File: config.mk
export PLATFORM = sky130hd
export DESIGN_NAME = pc_fetch_unit
export DESIGN_NICKNAME = d
export VERILOG_FILES = /design/src/rtl/pc_fetch_unit.sv
export SDC_FILE = /design/constraint.sdc
export NUM_CORES = 1
export LEC_CHECK = 0
export BUFFER_PORTS_ARGS = -buffer_cell sky130_fd_sc_hd__clkbuf_2
export CORE_ASPECT_RATIO = 1.25
export CORE_MARGIN = 2
export CORE_UTILIZATION = 44
export DETAILED_ROUTE_END_ITERATION = 8
export GPL_TIMING_DRIVEN = 0
export PLACE_DENSITY_LB_ADDON = 0.05
export SETUP_SLACK_MARGIN = 0.4
export SLEW_MARGIN = 10
export SYNTH_ARGS = -nofsm -noshare
export SYNTH_HDL_FRONTEND = slang
export SYNTH_SLANG_ARGS = --single-unit
File: constraint.sdc
create_clock -name clk -period 1.8 [get_ports clk]
set_clock_uncertainty 0.2 [all_clocks]
set_input_delay 0.36 -clock clk [delete_from_list [all_inputs] [get_ports clk]]
set_output_delay 0.36 -clock clk [all_outputs]
set_load 0.02 [all_outputs]
File: src/rtl/pc_fetch_unit.sv
// Program counter and single-outstanding instruction fetch sequencer.
// Optional FETCH_PERF_CNT_EN adds saturating redirect/stall counters.
module pc_fetch_unit #(
    parameter int              XLEN     = 19,
    parameter logic [XLEN-1:0] RESET_PC = '0
) (
    input  logic            clk,
    input  logic            rst_n,
    input  logic            en,
    output logic            imem_req_valid,
    output logic [XLEN-1:0] imem_req_addr,
    input  logic            imem_req_ready,
    input  logic            imem_rsp_valid,
    input  logic [XLEN-1:0] imem_rsp_data,
    output logic            instr_valid,
    output logic [XLEN-1:0] instr,
    output logic [XLEN-1:0] instr_pc,
    output logic [XLEN-1:0] pc_next,
    input  logic            instr_ready,
    input  logic            redirect_valid,
`ifdef FETCH_PERF_CNT_EN
    input  logic [XLEN-1:0] redirect_addr,
    output logic [15:0]     perf_redirects,
    output logic [15:0]     perf_stalls
`else
    input  logic [XLEN-1:0] redirect_addr
`endif
);

    typedef enum logic [2:0] {
        S_IDLE, S_REQ, S_WAIT, S_HOLD, S_DROP
    } state_t;

    state_t          state;
    state_t          state_nxt;
    logic [XLEN-1:0] pc;
    logic            req_hs;
    logic            pending;
    logic            rsp_take;

    assign req_hs   = imem_req_valid & imem_req_ready;
    assign rsp_take = (state == S_WAIT) & imem_rsp_valid;
    // A fetch is still owed by memory after this edge: reset must drain it.
    assign pending  = req_hs |
                      (((state == S_WAIT) | (state == S_DROP)) & ~imem_rsp_valid);

    always_ff @(posedge clk) begin
        state <= state_nxt;
    end

    always_comb begin
        state_nxt = state;
        unique case (state)
            S_IDLE: if (en) state_nxt = S_REQ;
            S_REQ: begin
                if (req_hs) state_nxt = redirect_valid ? S_DROP : S_WAIT;
            end
            S_WAIT: begin
                if (redirect_valid)
                    state_nxt = imem_rsp_valid ? S_REQ : S_DROP;
                else if (imem_rsp_valid)
                    state_nxt = S_HOLD;
            end
            S_HOLD: begin
                if (redirect_valid | instr_ready)
                    state_nxt = en ? S_REQ : S_IDLE;
            end
            S_DROP: begin
                if (imem_rsp_valid) state_nxt = en ? S_REQ : S_IDLE;
            end
            default: state_nxt = S_IDLE;
        endcase
        if (!rst_n) state_nxt = pending ? S_DROP : S_IDLE;
    end

    always_comb begin
        imem_req_valid = (state == S_REQ);
        imem_req_addr  = pc;
        pc_next        = instr_pc + XLEN'(1);
    end

    always_ff @(posedge clk) begin
        if (!rst_n) begin
            pc          <= RESET_PC;
            instr_valid <= 1'b0;
            instr       <= '0;
            instr_pc    <= RESET_PC;
        end else begin
            if (redirect_valid)
                pc <= redirect_addr;
            else if (rsp_take)
                pc <= pc + XLEN'(1);
            if (rsp_take & ~redirect_valid) begin
                instr       <= imem_rsp_data;
                instr_pc    <= pc;
                instr_valid <= 1'b1;
            end
            if ((state == S_HOLD) & (redirect_valid | instr_ready))
                instr_valid <= 1'b0;
        end
    end

`ifdef FETCH_PERF_CNT_EN
    logic stall;
    assign stall = ((state == S_REQ) & ~req_hs) |
                   ((state == S_WAIT) & ~imem_rsp_valid);

    always_ff @(posedge clk) begin
        if (!rst_n) begin
            perf_redirects <= '0;
            perf_stalls    <= '0;
        end else begin
            if (redirect_valid && perf_redirects != 16'hFFFF)
                perf_redirects <= perf_redirects + 16'd1;
            if (stall && perf_stalls != 16'hFFFF)
                perf_stalls <= perf_stalls + 16'd1;
        end
    end
`endif

endmodule

Yosys cells after proc, flatten, opt, wreduce, memory -nomap -nowiden:

Cells that the tools add are included.

* bits in registers: 61
* output and inout port bits: 78
* word-level logic and storage cells: 45
* input bits: 45

* reduce and logical (&&, ||, !) cells: 4
* bitwise logic cells: 11
* $add $sub $neg: 2
* muxes and demuxes: 14
* eq/ne operators: 9

Operators by type and width (number)
* $add 19x1->19 const B: 2
* $mux 19: 2
* $mux 3: 10
* $pmux 3 s5: 1
* $ne 3x3->1 const B: 3
* $eq 3x2->1 const B: 2
* $and 1x1->1: 5
* $reduce_and 5->1: 1
* $ne 4x4->1 const B: 1
* $eq 3x1->1 const B: 1
* $eq 3x3->1 const B: 1
* $logic_not 3->1: 1
* $ne 3x2->1 const B: 1
* $not 1->1: 3
* $or 1x1->1: 3
* $reduce_bool 2->1: 1
* $reduce_or 2->1: 1
* $mux 1: 1

Longest topological paths before layout:

Gate-level depths: netlist of the first run.

* word-level depth: 6
* gate-level depth with buffers: 8
* gate-level depth less buffers: 5

Worst setup path after synthesis of the first run:

No wires, ideal clock.

* kind: reg-to-output
* start: reg instr_pc[0]
* end: out pc_next[18]
* data required time: 1.240 ns
* buffers on the path: 1
* setup slack: -0.544 ns
* stages on the path, launching flop included: 7
* arrival time: 1.784 ns
* path through: dfxtp_1 > ha_1 > and3_1 > and3_1 > clkbuf_1 > nand4_1 > xnor2_1

* longest elaborated chain between the ends: 1

Ends and longest elaborated chain
* start, declared: line 17 `output logic [XLEN-1:0] instr_pc,`
* start signal, assigned: line 95 `instr_pc <= pc;`
* $add 19x1->19: line 79 `pc_next = instr_pc + XLEN'(1);`
* end, declared: line 18 `output logic [XLEN-1:0] pc_next,`

Every way passes these cells.

Worst setup path in the final report of the first run:

* start: reg instr_pc[1]
* end: out pc_next[18]

The elaborated chain is that of the path after synthesis.

==> results.cfg, run 1 <==
[synth]
ys_seq_area_share_pct = 40.78
syn_area_um2 = 3068
synth_top_flop_cell = dfxtp_1
syn_avg_cell_area_um2 = 8.269
synth_nets = 418
synthArstFlopShare_pct = 0
synth_edf_count = 3
synth-seq-cells = 61
synthMuxAreaShare_pct = 0.6525
synthAdderAreaFrac_pct = 0.8157
yosys_warnings = 0
syn_inst = 371
synth_top_family_by_area = simple AND/OR/NAND/NOR gates
ys_types = 43
yosys.area_share.simple_pct = 25.61
synth_compound_area_share_pct = 20.07
synth-xor-area-share_pct = 7.137

[sta]
fin_hold_ws_ns = 0.02526
layout_setup_ws_ns = -0.5662
post-route-period-util_pct = 131.5
min_period_ns = 2.366
tightest_slew_ns = 0.4954
slew_viol_final = 0
rsz0062_at_grt = true
hold_viol_final = 0
fmax_mhz = 422.6
setup_viol = 80
maxSlewHeadroom_pct = 66.97

[run_status]
violations = negative setup slack
status = finished with violations

[floorplanning]
io-pin-count = 123
dieWidth_um = 78.69
die_area_um2 = 7661
die-height_um = 97.36
core_area_um2 = 6849
initial_utilization_pct = 44.79
rows = 34

[clocking]
ctsHoldBuffers = 0
h-tree-depth = 3
clk_pin_slew_ns = 0.07
cts_tree = done
cts_root_buf = clkbuf_8
insertion_delay_ns = 0.34
clock_path_buffers = 2
cts.sinks = 61
cts_buffers = 9

[layout]
register_area_um2 = 1408
num_antenna_cells = 0
multiInputGateArea_um2 = 2152
fin_area_um2 = 5883
syn2layout_area_growth_pct = 91.76
fin_nets = 599
finish.utilization_pct = 85.90
n_fill_cell = 366
drive_above_1_share_pct = 64.09

[detailed_routing]
dr.pass1.iters = 4
wl_met1_um = 4263
vias = 3540
routed.top_layer = met4
wl_met3_um = 515
final_antenna_net_count = 0
wl_um = 10910
drc = 0
via_per_inst = 5.471
dr.first_iter.drc_count = 131
routedWlPerCell_um = 16.86
met2_length_um = 5859

[worst_setup_path]
start_kind = flip-flop
reg2regPathDepth = 5
r2r_slack_ns = -0.24
r2r_end = imem_req_addr[16]$_SDFFE_PN0P_
critical_path.startpoint = instr_pc[1]$_SDFFE_PN0P_
worstSetupEndpoint = pc_next[18]
cp.arrival_ns = 1.81
r2r_start = state[0]$_SDFFCE_PN0P_
cp.required_ns = 1.24
setup.worst_path.end_class = output port
crit_fanout = 6
crit_type = flip-flop to output port

[grt]
grt_pass1_wl_um = 15650
grt_max_degree = 12
grt_usage_pct = 25.57
grt_overflow = 0
grt_pass1_vias = 3408
antenna_found_initial = 0

[place]
place_area_um2 = 4108
gp_congestion = 0.8410
dp_hpwl_um = 6035
io_buffers = 120

[power]
ir_drop_uv = 807.9
leakagePower_nw = 2.518
pwr_density_cell_nw_per_um2 = 751.5

[hold_path]
min_path_type = primary input to flip-flop
whs_path_depth = 3

[flow_run]
maxCapViolations = 0
placed cells by master (no fill, tap or decap), drive strengths merged, types with 2 or more instances in the layout:
cell type and count:
and2 4, o211ai 2, mux2i 2, clkbuf 105, nand4 12, nand2 90, xnor2 16, and3 7
or4 6, a31oi 11, buf 102, nand3 12, nor2 7, xor2 9, o21ai 24, edfxtp 3
a21boi 38, a21oi 7, and4 6, a2bb2oi 2, inv 6, dfxtp 58, or3 6, o31ai 6
clkinv 3, ha 2
timing repair:
item	4_1_cts	5_1_grt
setup buffers	28	19
setup endpoints to repair	135	137
cloned	2	1
resized for setup	251	106
pin swaps	56	39
flip-flops by register name, indices dropped and copies added (netlist names):
name	count
instr	19
instr_pc	19
instr_valid	1
imem_req_addr	19
state	3
metal layers:
metal	vias to the layer above	global-route usage, %
li1	1683	-
met1	1713	29.66
met2	121	45.83
met3	23	4.554
met4	0	9.987
met5	-	0
final cells by class:
cell class / count / share of cell area [%]
buffer: 26 / 4.700
clock buffer: 12 / 2.637
multi-input combinational: 278 / 36.58
timing repair buffer: 170 / 28.95
tap: 90 / 1.914
sequential: 61 / 23.93
clock inverter: 4 / 0.7869
inverter: 6 / 0.5104
synthesized netlist by cell type (all sizes together), types with 4 or more instances:
cell type / instances / area share (%)
buf: 9 / 2.0
and3: 7 / 1.4
and2: 4 / 0.86
or4: 6 / 1.5
nand2: 90 / 11
a31oi: 11 / 2.2
a21oi: 7 / 1.1
inv: 5 / 0.61
o21ai: 24 / 3.9
or3: 6 / 1.2
dfxtp: 58 / 38
nand3: 12 / 2.0
clkbuf: 16 / 2.0
a21boi: 38 / 9.3
and4: 6 / 1.8
nor2: 7 / 0.86
nand4: 12 / 3.1
xnor2: 16 / 4.6
xor2: 9 / 2.6
o31ai: 6 / 1.5
stage by stage:
step	setup TNS (ns)	instances	total power, mW	worst slack, ns
3_3_place_gp	-7.363	581	2.491	-0.3486
4_1_cts	-7.947	627	4.201	-0.5363
6_report	-13.86	647	4.421	-0.5662
5_1_grt	-19.25	647	4.592	-0.6322
3_5_place_dp	-8.143	581	2.504	-0.3652
2_1_floorplan	-2.379	371	2.257	-0.2224
power by group:
part	leakage (nW)	internal, mW	total, mW	switching (mW)
logic	1.87	0.887	1.59	0.706
clock network	0.107	0.712	1.26	0.544
registers	0.540	1.45	1.57	0.120
critical path, cell delays in order, from the launching register on:
cell	delay, ns
dfxtp_4	0.36
ha_4	0.13
and3_4	0.17
and3_4	0.18
buf_8	0.11
nand4_1	0.12
xnor2_2	0.22
clkbuf_8	0.17
cell families after synthesis:
kind of cell / count (synthesis)
simple gates: 156
buf+inv: 32
compound gates: 93
mux: 2
flops: 61
fa+ha+maj: 2
xor+xnor: 25
worst min-delay path by stage:
stage                           startpoint                     end
floorplan                 imem_rsp_data[0]   instr[0]$_SDFFE_PN0P_
global placement    instr[18]$_SDFFE_PN0P_  instr[18]$_SDFFE_PN0P_
detailed placement  instr[18]$_SDFFE_PN0P_  instr[18]$_SDFFE_PN0P_
CTS                      imem_rsp_data[11]  instr[11]$_SDFFE_PN0P_
global route             imem_rsp_data[12]  instr[12]$_SDFFE_PN0P_
finish                   imem_rsp_data[12]  instr[12]$_SDFFE_PN0P_
Note: power is estimated with default switching activity, not from simulation.
==> run 2: changes to the inputs <==
--- a/config.mk
+++ b/config.mk
@@ -12,6 +12,7 @@
 export DETAILED_ROUTE_END_ITERATION = 8
 export GPL_TIMING_DRIVEN = 0
 export PLACE_DENSITY_LB_ADDON = 0.05
+export REMOVE_ABC_BUFFERS = 1
 export SETUP_SLACK_MARGIN = 0.4
 export SLEW_MARGIN = 10
 export SYNTH_ARGS = -nofsm -noshare
==> run 2 against run 1 <==
  * Critical path depth is 2 lower
  * Worst hold slack better by 0.0078 ns
  * Total power rose by 9.6%
  * Clock power increased by 13%
  * The flow still finishes with violations (negative setup slack)
  * Utilization increased by 4.4 points
  * Sequential share of layout area down 0.98 points
  * Sequential cell count did not move
==> results.cfg, run 2 (synthesis gave the netlist of run 1 again) <==
[run_status]
status = finished with violations
violations = negative setup slack

[grt]
grt_usage_pct = 29.38
busiest_layer = met2
antenna_found_initial = 0
grt_pass1_vias = 3374
grt_max_degree = 64
grt_overflow = 0
met1_usage_pct = 33.85
grt_pass1_wl_um = 17440
grt_util_met3_pct = 6.134
use_met2_pct = 50.69

[sta]
setup_viol = 76
rsz0062_at_grt = true
post-route-period-util_pct = 135.6
finalSetupTns_ns = -18.95
maxSlewHeadroom_pct = 58.09
layout_setup_ws_ns = -0.6412
slew_viol_final = 0
hold_viol_final = 0
fmax_mhz = 409.6
fin_hold_ws_ns = 0.03303
tightest_slew_ns = 0.6286
min_period_ns = 2.441

[place]
gp_congestion = 0.7296
dp_hpwl_um = 5130
io_buffers = 122
pre_cts_slack_ns = -1.397

[layout]
finish.utilization_pct = 90.28
num_antenna_cells = 0
final_cell_mix = buf_4 (55), nand2_1 (44), buf_6 (44)
fin_nets = 615
drive_above_1_share_pct = 68.94
syn2layout_area_growth_pct = 101.5
final_common_cell = buf_4

[worst_setup_path]
crit_type = flip-flop to output port
crit_fanout = 6
critical-path-max-stage-delay_ns = 0.44
start_kind = flip-flop
setup.worst_path.end_class = output port
cp.required_ns = 1.24
critPathSlowestCell = dfxtp_4
cp.arrival_ns = 1.88
worstPathCellList = and3_4, nand4_1, nor2_1, xor2_1, buf_4

[detailed_routing]
via_per_inst = 6.145
dr.pass1.iters = 5
dr.first_iter.drc_count = 267
final_antenna_net_count = 0
routedWlPerCell_um = 23.68
vias = 4074
wl_um = 15700
drc = 0

[clocking]
clk_pin_slew_ns = 0.08
cts_buffers = 9
clock_path_buffers = 2
h-tree-depth = 3
cts_root_buf = clkbuf_8
cts.sinks = 61
cts_tree = done
insertion_delay_ns = 0.36

[floorplanning]
core_area_um2 = 6849
dieWidth_um = 78.69
die_area_um2 = 7661
initial_utilization_pct = 44.79
rows = 34
die-height_um = 97.36
io-pin-count = 123

[power]
leakagePower_nw = 2.494
finalPower_mw = 4.847
ir_drop_uv = 978.5
pwr_density_cell_nw_per_um2 = 783.8

[flow_run]
maxCapViolations = 0

[hold_path]
min_path_type = primary input to flip-flop
[run 2: changes by cell type in the layout (fill, tap and decap cells not counted), sizes merged]
cell / delta
clkbuf: -35
and2: +6
inv: -1
buf: +40
dlygate4sd1: -1
nand2: +7
[run 2: path summary, 6_finish.rpt]
check / startpoint / endpoint / depth (start not counted) / slack, ns
max: instr_pc[5]$_SDFFE_PN0P_ / pc_next[11] / 5 / -0.64
min: imem_rsp_data[12] / instr[12]$_SDFFE_PN0P_ / 3 / 0.03
max reg2reg: state[0]$_SDFFCE_PN0P_ / imem_req_addr[18]$_SDFFE_PN0P_ / 5 / -0.31
min reg2reg: instr[13]$_SDFFE_PN0P_ / instr[13]$_SDFFE_PN0P_ / 2 / 0.27
[run 2: worst max-delay path, delay by kind of cell (launching register included)]
kind | cells | cell delay, ns
xor gates and xnor gates | 1 | 0.26
buffers and inverters | 1 | 0.19
DFF | 1 | 0.44
and+or+nand+nor | 3 | 0.62
[run 2: power by group]
group          switching, mW  leakage [nW]  total (mW)  internal, mW
combinational          0.857          1.84        1.82         0.962
sequential             0.147         0.543        1.60          1.45
clock                  0.633         0.115        1.43         0.797
total                   1.64          2.49        4.85          3.21
[run 2: layout make-up]
| type | instances | area (µm²) |
|---|---|---|
| Timing Repair Buffer | 199 | 1997 |
| Tap cell | 90 | 112.6 |
| Inverter | 6 | 40.04 |
| Clock inverter | 3 | 40.04 |
| Multi-Input combinational cell | 291 | 2395 |
| Clock buffer | 13 | 180.2 |
| Sequential cell | 61 | 1419 |
| Fill cell | 276 | 665.6 |
[run 2: what timing repair did]
action / CTS / global route
pin swaps: 78 / 83
gates cloned: 12 / 2
setup endpoints to repair: 133 / 138
hold buffers: 0 / 0
setup buffers: 46 / 30
resized for setup: 315 / 208
endpoints found under the hold margin: 0 / 0
[run 2: through the flow]
step / cell area (µm²) / std cells
finish: 6183 / 663
global route: 6183 / 663
CTS: 5368 / 631
detailed placement: 3662 / 557
global placement: 3662 / 557
floorplan: 2939 / 345
[run 2: layer usage]
metal	vias to the layer above	part of all wire (%)
li1	1722	-
met1	1988	36
met2	286	52
met3	78	7.1
met4	0	5.6
met5	-	0
==> run 3: changes to the inputs <==
--- a/config.mk
+++ b/config.mk
@@ -6,9 +6,11 @@
 export NUM_CORES = 1
 export LEC_CHECK = 0
 export BUFFER_PORTS_ARGS = -buffer_cell sky130_fd_sc_hd__clkbuf_2
+export CELL_PAD_IN_SITES_DETAIL_PLACEMENT = 1
+export CELL_PAD_IN_SITES_GLOBAL_PLACEMENT = 2
 export CORE_ASPECT_RATIO = 1.25
 export CORE_MARGIN = 2
-export CORE_UTILIZATION = 44
+export CORE_UTILIZATION = 24
 export DETAILED_ROUTE_END_ITERATION = 8
 export GPL_TIMING_DRIVEN = 0
 export PLACE_DENSITY_LB_ADDON = 0.05
==> run 3 against run 2 <==
  * The flow still finishes with violations (negative setup slack)
  * Total power decreased by 4.0%
  * Utilization decreased by 44 points
  * Sequential power about the same
  * Fmax increased by 6.6%
  * Final cell count increased by 8.4%
  * Worst setup slack improved by 0.15 ns
  * Global-route usage decreased by 12 points
  * Routed wire length decreased by 25%
  * Register-to-register slack improved by 0.10 ns
  * Sequential cell count unchanged
  * Combinational power decreased by 19%
  * Non-clock buffer count decreased by 13
  * Critical endpoint is now pc_next[14]
  * Largest cell class unchanged
==> results.cfg, run 3 (synthesis gave the netlist of run 1 again) <==
[detailed_routing]
via_per_inst = 4.665
dr.first_iter.drc_count = 103
routedWlPerCell_um = 16.28
drc = 0
vias = 3354
dr.pass1.iters = 4
final_antenna_net_count = 0
wl_um = 11710

[place]
place_area_um2 = 3762
pre_cts_slack_ns = -1.270
placed_cells = 635
io_buffers = 122
dp_hpwl_um = 6772
gp_congestion = 0.7117

[layout]
fin_area_um2 = 5834
syn2layout_area_growth_pct = 90.17
final_cell_mix = nand2_1 (61), buf_4 (52), clkbuf_2 (43)
fin_nets = 593
final_common_cell = nand2_1
num_antenna_cells = 0
fin_cells = 719
drive_above_1_share_pct = 59.71
finish.utilization_pct = 46.29

[grt]
use_met2_pct = 30.40
grt_util_met3_pct = 2.728
busiest_layer = met2
grt_usage_pct = 17.08
met1_usage_pct = 20.80
antenna_found_initial = 0
grt_pass1_vias = 3415
grt_max_degree = 64
grt_overflow = 0
grt_pass1_wl_um = 18300

[worst_setup_path]
cp.required_ns = 1.24
cp.arrival_ns = 1.73
setup.worst_path.end_class = output port
crit_type = flip-flop to output port
crit_fanout = 6
start_kind = flip-flop

[floorplanning]
io-pin-count = 123
dieWidth_um = 105.1
die-height_um = 130.4
initial_utilization_pct = 24.34
core_area_um2 = 12600
die_area_um2 = 13710
rows = 46

[hold_path]
min_path_type = primary input to flip-flop

[sta]
setup_viol = 74
finalSetupTns_ns = -14.08
post-route-period-util_pct = 127.3
fmax_mhz = 436.5
tightest_slew_ns = 0.6735
min_period_ns = 2.291
slew_viol_final = 0
maxSlewHeadroom_pct = 55.10
layout_setup_ws_ns = -0.4911
hold_viol_final = 0
rsz0062_at_grt = true
fin_hold_ws_ns = 0.04086

[flow_run]
maxCapViolations = 0

[clocking]
cts.sinks = 61
ctsHoldBuffers = 0
clk_pin_slew_ns = 0.05
cts_root_buf = clkbuf_16
h-tree-depth = 3
clock_path_buffers = 2
cts_tree = done
insertion_delay_ns = 0.33
cts_buffers = 9

[run_status]
violations = negative setup slack
status = finished with violations

[power]
pwr_density_cell_nw_per_um2 = 797.9
finalPower_mw = 4.655
ir_drop_uv = 414.4
leakagePower_nw = 2.513
==> run 3: cell types whose count changed in the layout (fill, tap and decap cells not counted), moves of 5 or more <==
cell	previous run	this run
a21boi_1	19	25
a21boi_2	19	13
buf_6	44	37
buf_8	37	30
clkbuf_16	2	9
clkbuf_8	23	18
dfxtp_1	0	15
dfxtp_2	20	8
nand2_1	44	61
nand2_2	30	15
nand2_8	8	1
==> run 3: final cells by class <==
class	instances	area (µm²)
Clock buffer	15	267.8
Clock inverter	1	5.005
Fill cell	1438	6770
Inverter	6	42.54
Multi-Input combinational cell	282	2128
Sequential cell	61	1393
Tap cell	168	210.2
Timing Repair Buffer	186	1788
==> run 3: final timing paths <==
check | startpoint | to | slack, ns | depth (start not counted)
worst max-delay path | instr_pc[1]$_SDFFE_PN0P_ | pc_next[14] | -0.49 | 6
worst min-delay path | imem_rsp_data[8] | instr[8]$_SDFFE_PN0P_ | 0.04 | 3
worst max register to register | state[0]$_SDFFCE_PN0P_ | imem_req_addr[4]$_SDFFE_PN0P_ | -0.21 | 8
worst min register to register | instr[10]$_SDFFE_PN0P_ | instr[10]$_SDFFE_PN0P_ | 0.25 | 2
==> run 3: layer usage <==
metal  vias up  share of wire [%]
met2        82                 51
li1       1667                  -
met4         0                1.6
met5         -                  0
met1      1593                 44
met3        12                3.5
==> run 3: timing repair <==
item	CTS	global route
resized for setup	300	155
endpoints found under the hold margin	0	0
pin swaps	51	66
buffers inserted	38	25
gates cloned	5	0
setup endpoints to repair	129	141
==> run 3: worst max-delay path, stage by stage (launching register included) <==
cell and delay, ns:
dfxtp_4 0.37, ha_4 0.13, and3_4 0.18, and3_4 0.23
nand4_1 0.11, xnor2_1 0.19, buf_4 0.17
==> run 3: where the power goes <==
group          internal, mW  switching (mW)
registers              1.45           0.121
logic                 0.784           0.681
clock network          1.01           0.608
total                  3.24            1.41
